## src/rtl/frame_synchronizer.sv

```systemverilog
// Frame synchronizer: hunts for a sync word in a strobed serial bit stream,
// confirms it over consecutive frames, then deserialises payload bytes
// MSB-first while flywheeling through isolated sync misses.
module frame_synchronizer #(
    parameter int                SYNC_W        = 16,
    parameter logic [SYNC_W-1:0] SYNC_WORD     = 16'hEB90,
    parameter int                PAYLOAD_BYTES = 4,
    parameter int                CONFIRM       = 2,
    parameter int                MISS_LIMIT    = 3
) (
    input  logic       receiver_LO,
    input  logic       receiver_rst,
    input  logic       bit_i,
    input  logic       bit_valid_i,
    output logic [7:0] data_o,
    output logic       data_valid_o,
    output logic       frame_start_o,
    output logic       locked_o
);

    localparam int FRAME_BITS = SYNC_W + 8 * PAYLOAD_BYTES;
    localparam int PAY_BITS   = 8 * PAYLOAD_BYTES;
    localparam int CNT_W      = $clog2(FRAME_BITS);

    // Position of the last bit of the next expected sync word.
    localparam logic [CNT_W-1:0] SLOT_CNT     = CNT_W'(FRAME_BITS - 1);
    localparam logic [CNT_W-1:0] PAY_LAST_CNT = CNT_W'(PAY_BITS - 1);
    localparam logic [2:0]       CONF_TGT     = 3'(CONFIRM);
    localparam logic [2:0]       MISS_TGT     = 3'(MISS_LIMIT);

    typedef enum logic [1:0] {
        ST_HUNT  = 2'd0,
        ST_CHECK = 2'd1,
        ST_LOCK  = 2'd2
    } state_t;

    state_t            state_q,   state_d;
    logic [SYNC_W-1:0] sr_q,      sr_d;
    logic [CNT_W-1:0]  bit_cnt_q, bit_cnt_d;
    logic [2:0]        conf_q,    conf_d;
    logic [2:0]        miss_q,    miss_d;
    logic [7:0]        byte_q,    byte_d;
    logic [7:0]        data_q,    data_d;
    logic              dv_q,      dv_d;
    logic              fs_q,      fs_d;
    logic              lock_q,    lock_d;

    // The sync comparison always looks at the shift register including the
    // bit arriving this cycle.
    logic [SYNC_W-1:0] nxt_sr;
    logic              sync_hit;
    logic              at_slot;
    logic [CNT_W-1:0]  cnt_adv;
    logic [7:0]        byte_shift;

    assign nxt_sr     = {sr_q[SYNC_W-2:0], bit_i};
    assign sync_hit   = (nxt_sr == SYNC_WORD);
    assign at_slot    = (bit_cnt_q == SLOT_CNT);
    assign cnt_adv    = at_slot ? {CNT_W{1'b0}} : (bit_cnt_q + CNT_W'(1));
    assign byte_shift = {byte_q[6:0], bit_i};

    // Next-state and output decode: hunt / confirm / locked deserialisation.
    always_comb begin
        state_d   = state_q;
        sr_d      = sr_q;
        bit_cnt_d = bit_cnt_q;
        conf_d    = conf_q;
        miss_d    = miss_q;
        byte_d    = byte_q;
        data_d    = data_q;
        dv_d      = 1'b0;
        fs_d      = 1'b0;

        if (bit_valid_i) begin
            sr_d = nxt_sr;
            case (state_q)
                ST_HUNT: begin
                    if (sync_hit) begin
                        bit_cnt_d = {CNT_W{1'b0}};
                        miss_d    = 3'd0;
                        if (CONF_TGT == 3'd1) begin
                            state_d = ST_LOCK;
                            conf_d  = 3'd0;
                            fs_d    = 1'b1;
                        end else begin
                            state_d = ST_CHECK;
                            conf_d  = 3'd1;
                        end
                    end else begin
                        bit_cnt_d = {CNT_W{1'b0}};
                    end
                end
                ST_CHECK: begin
                    bit_cnt_d = cnt_adv;
                    if (at_slot) begin
                        if (sync_hit) begin
                            if ((conf_q + 3'd1) == CONF_TGT) begin
                                state_d = ST_LOCK;
                                conf_d  = 3'd0;
                                miss_d  = 3'd0;
                                fs_d    = 1'b1;
                            end else begin
                                conf_d = conf_q + 3'd1;
                            end
                        end else begin
                            state_d   = ST_HUNT;
                            conf_d    = 3'd0;
                            bit_cnt_d = {CNT_W{1'b0}};
                        end
                    end else begin
                        conf_d = conf_q;
                    end
                end
                ST_LOCK: begin
                    bit_cnt_d = cnt_adv;
                    if (bit_cnt_q <= PAY_LAST_CNT) begin
                        byte_d = byte_shift;
                        if (bit_cnt_q[2:0] == 3'b111) begin
                            data_d = byte_shift;
                            dv_d   = 1'b1;
                        end else begin
                            data_d = data_q;
                        end
                    end else begin
                        byte_d = byte_q;
                    end
                    if (at_slot) begin
                        if (sync_hit) begin
                            miss_d = 3'd0;
                            fs_d   = 1'b1;
                        end else if ((miss_q + 3'd1) == MISS_TGT) begin
                            // Lock lost: drop any partial byte and restart the search.
                            state_d   = ST_HUNT;
                            miss_d    = 3'd0;
                            byte_d    = 8'd0;
                            bit_cnt_d = {CNT_W{1'b0}};
                        end else begin
                            miss_d = miss_q + 3'd1;
                        end
                    end else begin
                        miss_d = miss_q;
                    end
                end
                default: begin
                    state_d   = ST_HUNT;
                    bit_cnt_d = {CNT_W{1'b0}};
                    conf_d    = 3'd0;
                    miss_d    = 3'd0;
                    byte_d    = 8'd0;
                end
            endcase
        end else begin
            sr_d = sr_q;
        end

        lock_d = (state_d == ST_LOCK);
    end

    // State and output registers with asynchronous reset.
    always_ff @(posedge receiver_LO or posedge receiver_rst) begin
        if (receiver_rst) begin
            state_q   <= ST_HUNT;
            sr_q      <= {SYNC_W{1'b0}};
            bit_cnt_q <= {CNT_W{1'b0}};
            conf_q    <= 3'd0;
            miss_q    <= 3'd0;
            byte_q    <= 8'd0;
            data_q    <= 8'd0;
            dv_q      <= 1'b0;
            fs_q      <= 1'b0;
            lock_q    <= 1'b0;
        end else begin
            state_q   <= state_d;
            sr_q      <= sr_d;
            bit_cnt_q <= bit_cnt_d;
            conf_q    <= conf_d;
            miss_q    <= miss_d;
            byte_q    <= byte_d;
            data_q    <= data_d;
            dv_q      <= dv_d;
            fs_q      <= fs_d;
            lock_q    <= lock_d;
        end
    end

    assign data_o        = data_q;
    assign data_valid_o  = dv_q;
    assign frame_start_o = fs_q;
    assign locked_o      = lock_q;

endmodule

```

## config.mk

```make
export PLATFORM = sky130hd
export DESIGN_NAME = frame_synchronizer
export DESIGN_NICKNAME = d
export VERILOG_FILES = /design/src/rtl/frame_synchronizer.sv
export SDC_FILE = /design/constraint.sdc
export NUM_CORES = 1
export LEC_CHECK = 0
export CAP_MARGIN = 30
export CORE_UTILIZATION = 45
export CTS_CLUSTER_DIAMETER = 80
export DETAILED_ROUTE_END_ITERATION = 10
export SLEW_MARGIN = 20
export SYNTH_ARGS = -nofsm -noshare
export SYNTH_HDL_FRONTEND = slang
export SYNTH_SLANG_ARGS = --single-unit
export TNS_END_PERCENT = 20
```

## constraint.sdc

```tcl
create_clock -name receiver_LO -period 3.83 [get_ports receiver_LO]
set_clock_uncertainty 0.15 [all_clocks]
set_input_delay 0.766 -clock receiver_LO [delete_from_list [all_inputs] [get_ports receiver_LO]]
set_output_delay 0.766 -clock receiver_LO [all_outputs]
set_load 0.01 [all_outputs]
```

[Yosys cells after proc, flatten, opt, wreduce, memory -nomap -nowiden]
Cells that the tools add are included.
Cells by class
  $add $sub $neg: 3
  magnitude comparators: 1
  eq/ne operators: 13
  muxes and demuxes: 45
  bitwise gates (word level): 2
  reduce and logical (&&, ||, !) cells: 6
Operators with widths (number)
  $mux W6: 6
  $mux W3: 11
  $mux W8: 4
  $pmux W3 S3: 2
  $eq A16 B16 Y1 const B: 1
  $mux W2: 8
  $pmux W8 S2: 1
  $pmux W6 S2: 1
  $mux W1: 10
  $ne A2 B2 Y1 const B: 5
  $reduce_and A4 Y1: 2
  $add A3 B1 Y3 const B: 2
  $add A6 B1 Y6 const B: 1
  $eq A3 B2 Y1 const B: 2
  $eq A6 B6 Y1 const B: 1
  $le A6 B5 Y1 const B: 1
  $pmux W2 S3: 1
  $reduce_and A6 Y1: 1
  $eq A2 B2 Y1 const B: 2
  $eq A3 B3 Y1 const B: 1
  $eq A2 B1 Y1 const B: 1
  $logic_not A2 Y1: 1
  $not A1 Y1: 2
  $pmux W1 S2: 1
  2 further kinds: 2
Word-level totals
  register bits: 48
  output and inout bits: 11
  word-level logic and storage cells: 80

[Logic depth before layout (Yosys ltp)]
  word-level depth: 8
  depth in mapped cells: 7

[Worst setup path after synthesis]
No wires, ideal clock.
  path kind: input -> register
  start: input bit_i
  end: register lock_q, in the netlist locked_o
  data arrival time: 2329 ps
  slack: 1240 ps
  cell stages on the path: 5
  path buffers: 0
  cell sequence: or4b_4 > nor4_4 > nand2_1 > o41a_1 > a2111oi_2
Between the ends
  word-level cells in the longest chain between the ends: 6
Ends and longest elaborated chain
  start: declaration: RTL line 13  | input logic bit_i,
  $eq A16 B16 Y1 (*): RTL line 57  | assign sync_hit = (nxt_sr == SYNC_WORD);
  $mux W2, on equally long branches: RTL line 128, 96
  $mux W2, on equally long branches: RTL line 127, 95
  $pmux W2 S3 (*): RTL line 76  | case (state_q)
  $mux W2 (*): RTL line 74  | if (bit_valid_i) begin
  $eq A2 B2 Y1 (*): RTL line 156  | lock_d = (state_d == ST_LOCK);
  net lock_d: RTL line 46  | logic lock_q, lock_d;
  end signal: assignment: RTL line 182  | lock_q <= lock_d;
  end: declaration: RTL line 46
Mark *: on every way through the listed nets, which the timed path passes. The rest lies on a longest branch.
A chain may end at the register's enable or synchronous reset.

[Worst setup path after layout]
Same ends and word-level chain as after synthesis.

==> summary.md <==
| Metric | Value |
|---|---|
| Synthesis-stage register bit count | `47` |
| Crit. End Element | `flop` |
| Path type of the worst min-delay path | `flop to flop` |
| Die width | `72.9 um` |
| CP max FO | `6` |
| Layout cells sized above 1 | `0.151` |
| Adder-cell share of the synthesized area | `0.0553` |
| Clk root buf | `clkbuf_8` |
| Max IR drop VDD | `0.000280 V` |
| Largest net degree at the start of global routing | `33` |
| Number of synthesized flops with an enable pin | `0` |
| Post-synthesis compound-gate area fraction | `0.102` |
| Initial drt markers | `130` |
| Post-Syn Nets | `213` |
| Slowest cell on the critical path | `or4b_4` |
| Fin util | `0.539` |
| WL final | `~4400 um` |
| Slew margin rel. | `0.627` |
| Row count | `25` |
| Initial Util | `0.472` |
| CP bufs+invs | `1` |
| Congestion Overflow GR | `0` |
| Max incr delay on CP | `0.59 ns` |
| CP Data Required Time | `between 3 and 4 ns` |
| Via density | `5.43` |
| Final worst path period need | `3.04 ns` |
| Chip height | `72.9 um` |
| Num ports | `15` |
| Global Route Usage Sum | `0.188` |
| Power per cell area | `around 390 nW/um2` |
| Gate Count Post-Synth | `199` |
| Post-route ant nets | `0` |
| Max_cap viols | `0` |
| Die area | `5310 um2` |
| Critical Path, Cell by Cell | `clkdlybuf4s50_1 > or4b_4 > nor4_4 > nand2_1 > o41a_1 > a2111oi_2` |
| Register area share after synthesis | `0.520` |
| CTS buffer count | `5` |
| Core area | `4790 um2` |
| Clk buf depth | `2` |
| Synth Warn # | `0` |
| Vias in the first global route | `1573` |
| Slew @ Worst Pin | `roughly 0.56 ns` |
| Slew Viols, Final | `0` |
| Most frequent cells in the layout | `47 x dfrtp_1, 31 x nand2_1, 16 x mux2_2` |
| Endpoints failing setup | `0` |
| Clock Latency Late Sink | `0.29 ns` |
| Post-cts resize count | `0` |
| Clock Sinks | `47` |
| RSZ-0062 raised after global routing | `false` |
| Clock-pin slew on the worst setup and hold paths | `0.09 ns` |
| DP HPWL | `around 3200 um` |
| CP delay by family, top | `simple AND/OR/NAND/NOR gates` |
| Distinct cells, synth | `45` |
| Data arrival time of the worst path | `3.07 ns` |
| Fin nets | `233` |
| Most common cell after layout, fill and taps aside | `dfrtp_1` |
| Top_reg_cell synth | `dfrtp_1` |
| # DRC | `0` |
| Hold Fails Final Rpt | `0` |
| Main combinational cell family by area after synthesis | `simple AND/OR/NAND/NOR gates` |
| H-tree Lvls | `2` |
| Area grow syn2layout | `14.2%` |
| Xor and xnor area share after synthesis | `0.0116` |
| Via count | `1553` |
| Drt wl/cell | `between 15 and 20 um` |
| Share of the clock period used by the worst path after layout | `0.793` |
| LEAKAGE | `1.16 nW` |
| Syn Area/Cell | `11.4 um2` |
| Post-Synth Simple-Gate Area | `0.177` |
| Placer Congestion | `0.849` |
| FFs w/ async S/R, synth | `1.00` |
| Antenna violations before repair | `0` |
| Hold-fix buffers, CTS | `0` |
| CTS tree | `built` |
| Ant diodes | `0` |
| Status | `finished clean` |
| Critical path class | `input port to flop` |
| Iteration count of the initial detailed-routing pass | `4` |
| Fmax | `329 MHz` |
| CP Launch Type | `input port` |
| Global-route wire length before repair | `7540 um` |
| Port buffer count | `14` |
| Mux cell area share after synthesis | `0.111` |
| Setup bufs post-CTS | `0` |
| Cell Area, Synth | `2260 um2` |
| Setup_tns | `0 ns` |
-- Yosys cell counts, types with 2 or more instances --
master / number / area [um2]
a21oi_1: 2 / 10.0
and2_1: 2 / 12.5
and3_1: 2 / 12.5
clkbuf_1: 4 / 15.0
clkinv_1: 2 / 7.51
dfrtp_1: 47 / 1180
ha_1: 10 / 125
inv_1: 7 / 26.3
mux2_2: 16 / 180
mux2i_1: 7 / 70.1
nand2_1: 31 / 116
nand2b_1: 2 / 12.5
nand3_1: 4 / 20.0
nand3b_1: 3 / 22.5
nand4b_1: 4 / 35.0
nor2_1: 11 / 41.3
nor3_1: 2 / 10.0
nor4_1: 3 / 18.8
o21ai_0: 5 / 25.0
o21ai_1: 3 / 15.0
o2bb2ai_1: 3 / 26.3
o31ai_1: 4 / 30.0
or4b_4: 2 / 27.5
xnor2_1: 2 / 17.5
-- layout make-up --
class,instances,area (um2)
tap,67,83.8
multi-input combinational,138,1030
clock inverter,1,5.00
timing repair buffer,18,166
sequential,47,1180
clock buffer,6,82.6
fill,420,2200
inverter,9,35.0
-- per-stage QoR --
stage	hold WS, ns	setup slack, ns	instances	power, W	area [um2]
floorplan	0.288	1.24	199	0.000682	2260
finish	0.329	0.794	286	0.000999	2580
detailed placement	0.311	0.486	279	0.000717	2490
CTS	0.331	0.804	286	0.00101	2580
global route	0.359	0.751	286	0.00105	2580
global placement	0.307	0.592	278	0.000706	2490
-- registers in the layout, summed over array words and instances, names as in the netlist, 2 cells and up --
signal and flops:
bit_cnt_q 6, byte_q 7, miss_q 3, data_o 8, conf_q 3, state_q 2, sr_q 15
-- path summary, 6_finish.rpt --
| path | startpoint | end | slack (ns) | depth (start not counted) |
|---|---|---|---|---|
| setup / recovery | bit_i | locked_o$_DFF_PP0_ | 0.79 | 6 |
| hold / removal | data_o[3]$_DFFE_PP0P_ | data_o[3]$_DFFE_PP0P_ | 0.33 | 2 |
| setup reg to reg | bit_cnt_q[0]$_DFFE_PP0P_ | byte_q[3]$_DFFE_PP0P_ | 1.31 | 7 |
| hold reg to reg | data_o[3]$_DFFE_PP0P_ | data_o[3]$_DFFE_PP0P_ | 0.33 | 2 |
| max in group asynchronous | receiver_rst | byte_q[4]$_DFFE_PP0P_ | 2.24 | 3 |
| min in group asynchronous | receiver_rst | miss_q[2]$_DFFE_PP0P_ | 0.68 | 2 |
-- layer usage --
layer | GRT usage | vias to the layer above | routed length (um)
met1 | 0.245 | 765 | 2100
met4 | 0.0719 | 0 | 82
li1 | - | 751 | -
met2 | 0.314 | 29 | 2060
met5 | 0 | - | 0
met3 | 0.0331 | 8 | 133
-- report_power, final --
part           switching, W  internal [W]  leakage [nW]
Clock              0.000154      0.000142        0.0470
Combinational     0.0000469     0.0000607         0.482
Sequential        0.0000405      0.000556         0.626
Total              0.000241      0.000758          1.16
-- worst register-to-register path, stage by stage (launching register included) --
cell      delay (ns)
dfrtp_1         0.40
ha_1            0.19
and3_1          0.21
nand3b_1        0.22
o31ai_1         0.43
nor4b_1         0.46
buf_1           0.25
nor2_1          0.08
-- logic make-up after synthesis --
logic type	Yosys count
xor gates and xnor gates	3
and+or+nand+nor	73
muxes	23
AOI/OAI and AO/OA	29
adders and majority gates	10
DFF	47
buffers and inverters	14
(Power assumes the default switching activity.)
